`src/rtl/dmem_lsu_rmw.sv`:
```
// Load/store unit in front of a 64-bit word-indexed data memory: turns RV64 byte-addressed
// loads/stores into whole-doubleword accesses, read-modify-write for narrow stores.
module dmem_lsu_rmw #(
    parameter int unsigned DATA_W = 64,
    parameter int unsigned DEPTH  = 32,
    parameter int unsigned IDX_W  = 5
) (
    input  logic              clk,
    input  logic              rst_n,
    input  logic              req_valid,
    input  logic              req_write,
    input  logic [2:0]        req_funct3,
    input  logic [63:0]       req_addr,
    input  logic [DATA_W-1:0] req_wdata,
    output logic              busy,
    output logic              resp_valid,
    output logic [DATA_W-1:0] resp_rdata,
    output logic              resp_err,
    output logic              mem_we,
    output logic [63:0]       mem_addr,
    output logic [DATA_W-1:0] mem_wdata,
    input  logic [DATA_W-1:0] mem_rdata
);

    localparam int unsigned LANES  = DATA_W / 8;
    localparam int unsigned ADDR_W = 64;
    localparam int unsigned WIDX_W = ADDR_W - 3;

    typedef enum logic [1:0] {
        S_IDLE,
        S_READ,
        S_WRITE,
        S_RESP
    } state_e;

    state_e              state_q, state_d;
    logic                write_q, write_d;
    logic [2:0]          funct3_q, funct3_d;
    logic [2:0]          off_q, off_d;
    logic [IDX_W-1:0]    idx_q, idx_d;
    logic [DATA_W-1:0]   wdata_q, wdata_d;
    logic [DATA_W-1:0]   old_q, old_d;
    logic [DATA_W-1:0]   resp_rdata_q, resp_rdata_d;
    logic                resp_err_q, resp_err_d;

    logic                req_misalign;
    logic                req_oor;
    logic                req_err;
    logic [DATA_W-1:0]   load_sh;
    logic                load_sign;
    logic [DATA_W-1:0]   load_ext;
    logic [LANES-1:0]    size_mask;
    logic [LANES-1:0]    lane_mask;
    logic [DATA_W-1:0]   wdata_sh;
    logic [DATA_W-1:0]   merged;

    // Request legality: size from funct3[1:0], offset must be size-aligned, index in range
    always_comb begin
        req_misalign = 1'b0;
        case (req_funct3[1:0])
            2'd0:    req_misalign = 1'b0;
            2'd1:    req_misalign = req_addr[0];
            2'd2:    req_misalign = |req_addr[1:0];
            default: req_misalign = |req_addr[2:0];
        endcase
        req_oor = req_addr[ADDR_W-1:3] >= WIDX_W'(DEPTH);
        req_err = (req_funct3 == 3'b111) | (req_write & req_funct3[2]) | req_misalign | req_oor;
    end

    // Load extraction: shift the addressed lane down, truncate, then sign/zero extend
    always_comb begin
        load_sh   = mem_rdata >> {off_q, 3'b000};
        load_sign = 1'b0;
        load_ext  = '0;
        case (funct3_q[1:0])
            2'd0: begin
                load_sign = load_sh[7] & ~funct3_q[2];
                load_ext  = {{(DATA_W-8){load_sign}}, load_sh[7:0]};
            end
            2'd1: begin
                load_sign = load_sh[15] & ~funct3_q[2];
                load_ext  = {{(DATA_W-16){load_sign}}, load_sh[15:0]};
            end
            2'd2: begin
                load_sign = load_sh[31] & ~funct3_q[2];
                load_ext  = {{(DATA_W-32){load_sign}}, load_sh[31:0]};
            end
            default: load_ext = load_sh;
        endcase
    end

    // Store merge: replace the addressed byte lanes of the old doubleword with new data
    always_comb begin
        case (funct3_q[1:0])
            2'd0:    size_mask = LANES'(8'h01);
            2'd1:    size_mask = LANES'(8'h03);
            2'd2:    size_mask = LANES'(8'h0F);
            default: size_mask = LANES'(8'hFF);
        endcase
        lane_mask = size_mask << off_q;
        wdata_sh  = wdata_q << {off_q, 3'b000};
        merged    = old_q;
        for (int unsigned i = 0; i < LANES; i++) begin
            if (lane_mask[i]) begin
                merged[8*i +: 8] = wdata_sh[8*i +: 8];
            end
        end
    end

    always_ff @(posedge clk or negedge rst_n) begin
        if (!rst_n) begin
            state_q      <= S_IDLE;
            write_q      <= 1'b0;
            funct3_q     <= 3'b000;
            off_q        <= 3'b000;
            idx_q        <= '0;
            wdata_q      <= '0;
            old_q        <= '0;
            resp_rdata_q <= '0;
            resp_err_q   <= 1'b0;
        end else begin
            state_q      <= state_d;
            write_q      <= write_d;
            funct3_q     <= funct3_d;
            off_q        <= off_d;
            idx_q        <= idx_d;
            wdata_q      <= wdata_d;
            old_q        <= old_d;
            resp_rdata_q <= resp_rdata_d;
            resp_err_q   <= resp_err_d;
        end
    end

    always_comb begin
        state_d      = state_q;
        write_d      = write_q;
        funct3_d     = funct3_q;
        off_d        = off_q;
        idx_d        = idx_q;
        wdata_d      = wdata_q;
        old_d        = old_q;
        resp_rdata_d = resp_rdata_q;
        resp_err_d   = resp_err_q;

        case (state_q)
            S_IDLE: begin
                if (req_valid) begin
                    write_d      = req_write;
                    funct3_d     = req_funct3;
                    off_d        = req_addr[2:0];
                    // Index is only truncated once the range check has passed
                    idx_d        = req_err ? '0 : req_addr[IDX_W+2:3];
                    wdata_d      = req_wdata;
                    old_d        = '0;
                    resp_rdata_d = '0;
                    resp_err_d   = req_err;
                    if (req_err) begin
                        state_d = S_RESP;
                    end else if (req_write && (req_funct3[1:0] == 2'd3)) begin
                        state_d = S_WRITE;
                    end else begin
                        state_d = S_READ;
                    end
                end
            end
            S_READ: begin
                old_d = mem_rdata;
                if (write_q) begin
                    state_d = S_WRITE;
                end else begin
                    resp_rdata_d = load_ext;
                    state_d      = S_RESP;
                end
            end
            S_WRITE: state_d = S_RESP;
            default: state_d = S_IDLE;
        endcase
    end

    // Handshake and memory strobes are pure decodes of the state flop, so reset kills them at once
    assign busy       = (state_q != S_IDLE);
    assign resp_valid = (state_q == S_RESP);
    assign mem_we     = (state_q == S_WRITE);
    assign mem_addr   = (state_q != S_IDLE) ? ADDR_W'(idx_q) : '0;
    assign mem_wdata  = (state_q == S_WRITE) ? merged : '0;
    assign resp_rdata = resp_rdata_q;
    assign resp_err   = resp_err_q;

endmodule
```
`config.mk`:
```
export PLATFORM = sky130hd
export DESIGN_NAME = dmem_lsu_rmw
export DESIGN_NICKNAME = d
export VERILOG_FILES = /design/src/rtl/dmem_lsu_rmw.sv
export SDC_FILE = /design/constraint.sdc
export NUM_CORES = 1
export LEC_CHECK = 0
export ABC_CLOCK_PERIOD_IN_PS = 2000
export BUFFER_PORTS_ARGS = -buffer_cell sky130_fd_sc_hd__buf_2
export CORE_AREA = 4 4 169 171
export DETAILED_ROUTE_END_ITERATION = 6
export DIE_AREA = 0 0 173 175
export GPL_TIMING_DRIVEN = 0
export HOLD_SLACK_MARGIN = 0.08
export PLACE_DENSITY = 0.76
export SYNTH_ARGS = -nofsm -noshare
export SYNTH_HDL_FRONTEND = slang
export SYNTH_SLANG_ARGS = --single-unit
```
`constraint.sdc`:
```
create_clock -name clk -period 2 [get_ports clk]
set_input_delay 0.3 -clock clk [delete_from_list [all_inputs] [get_ports clk]]
set_output_delay 0.3 -clock clk [all_outputs]
set_load 0.05 [all_outputs]
```
* Word-level counts from Yosys, hierarchy flattened
Index checks and enable logic that the tools add are counted.
Widths: inputs -> output; s select.
** Word-level totals
- Bits in registers :: 207
- Bits in latches :: 0
- RAM bits :: 0
- Bits in read-only memories :: 0
- Bits of input ports :: 199
- Output and inout port bits :: 196
- Word-level logic and storage cells :: 66
- Memories kept :: 0
** Cells by class
- Add/subtract/negate cells :: 0
- $mul :: 0
- Divide/modulo/power cells :: 0
- Magnitude comparators :: 1
- Equal/unequal tests :: 11
- Shift-type cells :: 3
- Multiplexer cells :: 23
- Bitwise gates (word level) :: 8
- Reductions and logical operators :: 11
** Operators with widths (number)
- $pmux 64 s2 :: 2
- $mux 64 :: 3
- $pmux 64 s3 :: 1
- $mux 8 :: 8
- $shl 64x6->64 :: 1
- $shr 64x6->64 :: 1
- $ge 61x6->1 const B :: 1
- $pmux 8 s3 :: 1
- $eq 2x2->1 const B :: 5
- $mux 5 :: 2
- $shl 8x3->8 :: 1
- $eq 2x1->1 const B :: 3
- $logic_not 2->1 :: 3
- $mux 2 :: 3
- $pmux 2 s3 :: 1
- $and 1x1->1 :: 4
- $ne 2x2->1 const B :: 2
- $reduce_and 2->1 :: 2
- $reduce_bool 2->1 :: 2
- $eq 3x3->1 const B :: 1
- $or 1x1->1 :: 3
- $pmux 1 s3 :: 1
- $reduce_and 3->1 :: 1
- $reduce_or 3->1 :: 1
- 4 further kinds :: 4

* Depth between registers and ports, before layout
- Depth after elaboration :: 7
- Gate-level depth with buffers :: 9
- Mapped depth without buffers :: 7

* Worst setup path before layout
OpenSTA, ideal clock, no wires.
- Path type :: reg-to-output
- Start :: register off_q[0]
- End :: output port mem_wdata[61]
- Data arrival time :: 2.846 ns
- Required time :: 1.700 ns
- Setup slack :: -1.146 ns
- Cell stages (with the launch flop) :: 8
- Buffers on the path :: 3
- Cell sequence :: dfrtp_1 -> buf_4 -> inv_1 -> buf_2 -> buf_1 -> mux2i_1 -> nand2_1 -> a311oi_1
** On the way
- Word-level cells in the longest chain between the ends :: 3
- Elaborated cells on any way between the ends :: 4
- Classes of those cells :: shift (2); mux (2)
** Ends and longest elaborated chain
- from (decl) :: line 39 : logic [2:0] off_q, off_d;
- from (signal assigned) :: line 115 : off_q <= 3'b000;
- from (signal assigned) :: line 125 : off_q <= off_d;
- $shl 64x6->64 or $shl 8x3->8 (tied branches) :: line 101, 100
- $mux 8 (*) :: line 104 : if (lane_mask[i]) begin
- $mux 64 (*) :: line 185 : assign mem_wdata = (state_q == S_WRITE) ? merged : '0;
- to (decl) :: line 21 : output logic [DATA_W-1:0] mem_wdata,
Mark *: on every way between the ends. The rest lies on a longest branch, timed or not.

* Worst setup path after layout
- Start :: register off_q[2]
- End :: output port mem_wdata[60]
Same word-level chain as after synthesis.

==> flow_summary.ini <==
[floorplan]
die_height_um = 175
rows = 60
die_w_um = 173
coreArea_mm2 = 0.02688
pin_count = 395
start_util_pct = 46.83
die-area_mm2 = 0.03028

[sta]
fin_worst_skew_ns = 0.02406
layout_setup_ws_ns = -0.9401
holdWs_ns = 0.09172
max_freq_mhz = 340.1
timing.final.crit_period_ns = 2.940
finalMaxSlewViolations = 0
slew-limit-headroom_pct = 52.87
final_hold_viol_count = 0
rsz0062_at_grt = true
min_period_over_period_pct = 147.0
finalSetupViolations = 161
worst_pin_slew_ns = 0.6981

[global_routing]
grt_pass1_vias = 14620
grt_max_degree = 79
overflow = 0
grt_usage_pct = 38.93
grt_pass1_wl_um = 91070
antenna_found_initial = 4

[drt]
drc_errors = 0
vias_per_cell = 6.414
postRouteAntennaNets = 0
first_iter_violations = 1831
wl_per_cell_um = 29.04
vias = 14690
drt-pass1-iter-count = 6
detail_route.wirelength_um = 66500

[setup_path]
crit_fanout = 10
crit_path_frequent_cell = buf_6
cp-end-kind = output port
cp_slowest_cell = dfrtp_1
start_kind = flop
critical_path.cell_chain = buf_4 -> buf_6 -> clkbuf_4 -> clkbuf_8 -> nand2_2 -> a311oi_4 -> buf_6
cp.required_ns = 1.70
crit_path_max_incr_delay_ns = 0.40
worstSetupStartpoint = off_q[2]
crit_arrival_ns = 2.64
crit_type = flop to output port
reg2reg_from = off_q[1]

[cts]
clkTransAtPathRegs_ns = 0.06
cts_tree = done
cts_root_buf = clkbuf_16
cts_buffers = 24
worst_skew_pair.late_latency_ns = 0.53
cts.path.max_buffers = 3
htree_levels = 1
clock_sinks = 207

[layout]
drive_gt1_share_pct = 53.52
layout_common_cells = buf_2, dfrtp_1, nand2_1
final_common_cell = buf_2
final_area_mm2 = 0.02151
syn_to_final_growth_pct = 70.92
fin_cells = 2290
fill_cells = 1542
nets = 2132

[job]
cap_violations = 0

[status]
status = finished with violations
violations = negative setup slack

[synth]
synth_cell_types = 60
synth-seq-area-share_pct = 41.15
yosys_warnings = 0
synth_seq_cells = 207
synth_ff_type = dfrtp_1
netlist_area_mm2 = 0.01259
synthArstFlopShare_pct = 100.0
synth_area_per_cell_um2 = 9.765
synth_edf_count = 0
syn_inst = 1289

[power]
p_total_w = 0.04685
power_leakage_nw = 9.766
peakVddDrop_mv = 1.293
p_per_area_mw_per_mm2 = 2178

[hold_path]
min_path_type = input port to flop
min-delay-start = mem_rdata[19]

[placement]
port-buffer-count = 335
placed_area_mm2 = 0.01603
dp.cells = 2025
routabilityCongestion = 0.9924
dp_hpwl_um = 42520
## per-layer routing
layer	wire length [µm]	vias up	share of wire (%)	GRT usage, %
met5	14	-	0.021	0
met4	5464	2	8.2	19.99
met3	8501	433	13	10.47
met2	29550	1360	44	62.40
met1	22970	7017	35	48.63
li1	-	5877	-	-
## cell usage after synthesis, drive strengths merged, types with 8 or more instances
| master | count | area share [%] |
|---|---|---|
| dfrtp | 207 | 41 |
| nand2 | 196 | 5.9 |
| mux2i | 119 | 9.6 |
| buf | 112 | 6.0 |
| mux2 | 98 | 8.8 |
| nor2 | 77 | 2.3 |
| a22o | 71 | 4.9 |
| o21ai | 70 | 3.6 |
| a21oi | 63 | 2.5 |
| clkbuf | 49 | 1.5 |
| nand3 | 29 | 1.2 |
| a211oi | 19 | 1.2 |
| a221o | 16 | 1.3 |
| a311oi | 16 | 1.1 |
| a31oi | 16 | 0.80 |
| nor4 | 15 | 0.75 |
| nor2b | 12 | 0.60 |
| o2bb2ai | 11 | 0.77 |
| and3 | 9 | 0.45 |
| o21a | 9 | 0.54 |
| inv | 8 | 0.24 |
## sequential cells by signal (all words and copies together), names as in the netlist
signal / flops
old_q: 64
resp_rdata: 64
wdata_q: 64
idx_q: 5
funct3_q: 3
off_q: 3
state_q: 2
resp_err: 1
write_q: 1
## power by group
part           leakage (nW)  switching (W)  internal [W]
sequential             2.63        0.00228       0.00594
combinational          6.75         0.0199        0.0142
clock                 0.387        0.00188       0.00267
## area by class of cell
cell class	count	area [µm²]	area share, %
Antenna cell	2	5.005	0.02326
Buffer	153	1456	6.769
Clock buffer	36	696.9	3.239
Clock inverter	8	96.34	0.4478
Inverter	8	42.54	0.1977
Multi-Input combinational cell	971	8880	41.27
Sequential cell	207	5181	24.08
Tap cell	341	426.7	1.983
Timing Repair Buffer	564	4730	21.98
## critical path: cells and delay by family, from the launching register on
kind            cells  cell delay (ns)
buf+inv             5             1.24
compound gates      1             0.38
flops               1             0.40
simple gates        1             0.09
## through the flow
step           worst slack (ns)  util (%)  TNS (ns)
3_5_place_dp            -0.8344     59.63   -108.34
3_3_place_gp             -2.745     59.39   -664.35
5_1_grt                 -0.9368     80.05    -79.85
4_1_cts                 -0.8563     75.97    -55.88
6_report                -0.9401     80.05    -72.07
2_1_floorplan           -0.2142         -    -6.533
## timing repair
item                       CTS  global route
setup endpoints to repair  274           217
pin swaps                   59            53
gates resized for setup    434           200
hold buffers                98             0
setup buffers               75            47
cloned                      11             3
hold endpoints to repair   156             0
## final timing paths
| check | to | slack [ns] | depth (start not counted) |
|---|---|---|---|
| hold reg to reg | resp_rdata[50] | 0.47 | 2 |
| setup / recovery | mem_wdata[60] | -0.94 | 7 |
| max in group asynchronous | wdata_q[0] | 0.60 | 4 |
| setup reg to reg | resp_rdata[46] | -0.47 | 11 |
| hold / removal | old_q[19] | 0.09 | 2 |
| min in group asynchronous | idx_q[2] | 0.30 | 2 |
## cells by family after synthesis
group,after synthesis,synth area share [%]
flip-flops,207,41.15
multiplexers,221,19.08
AO/OA/AOI/OAI,329,19.44
adder cells (fa/ha/maj),4,0.3976
other,1,0.02979
AND/OR/NAND/NOR,358,12.22
buffers and inverters,169,7.684
Note: power is estimated with default switching activity, not from simulation.
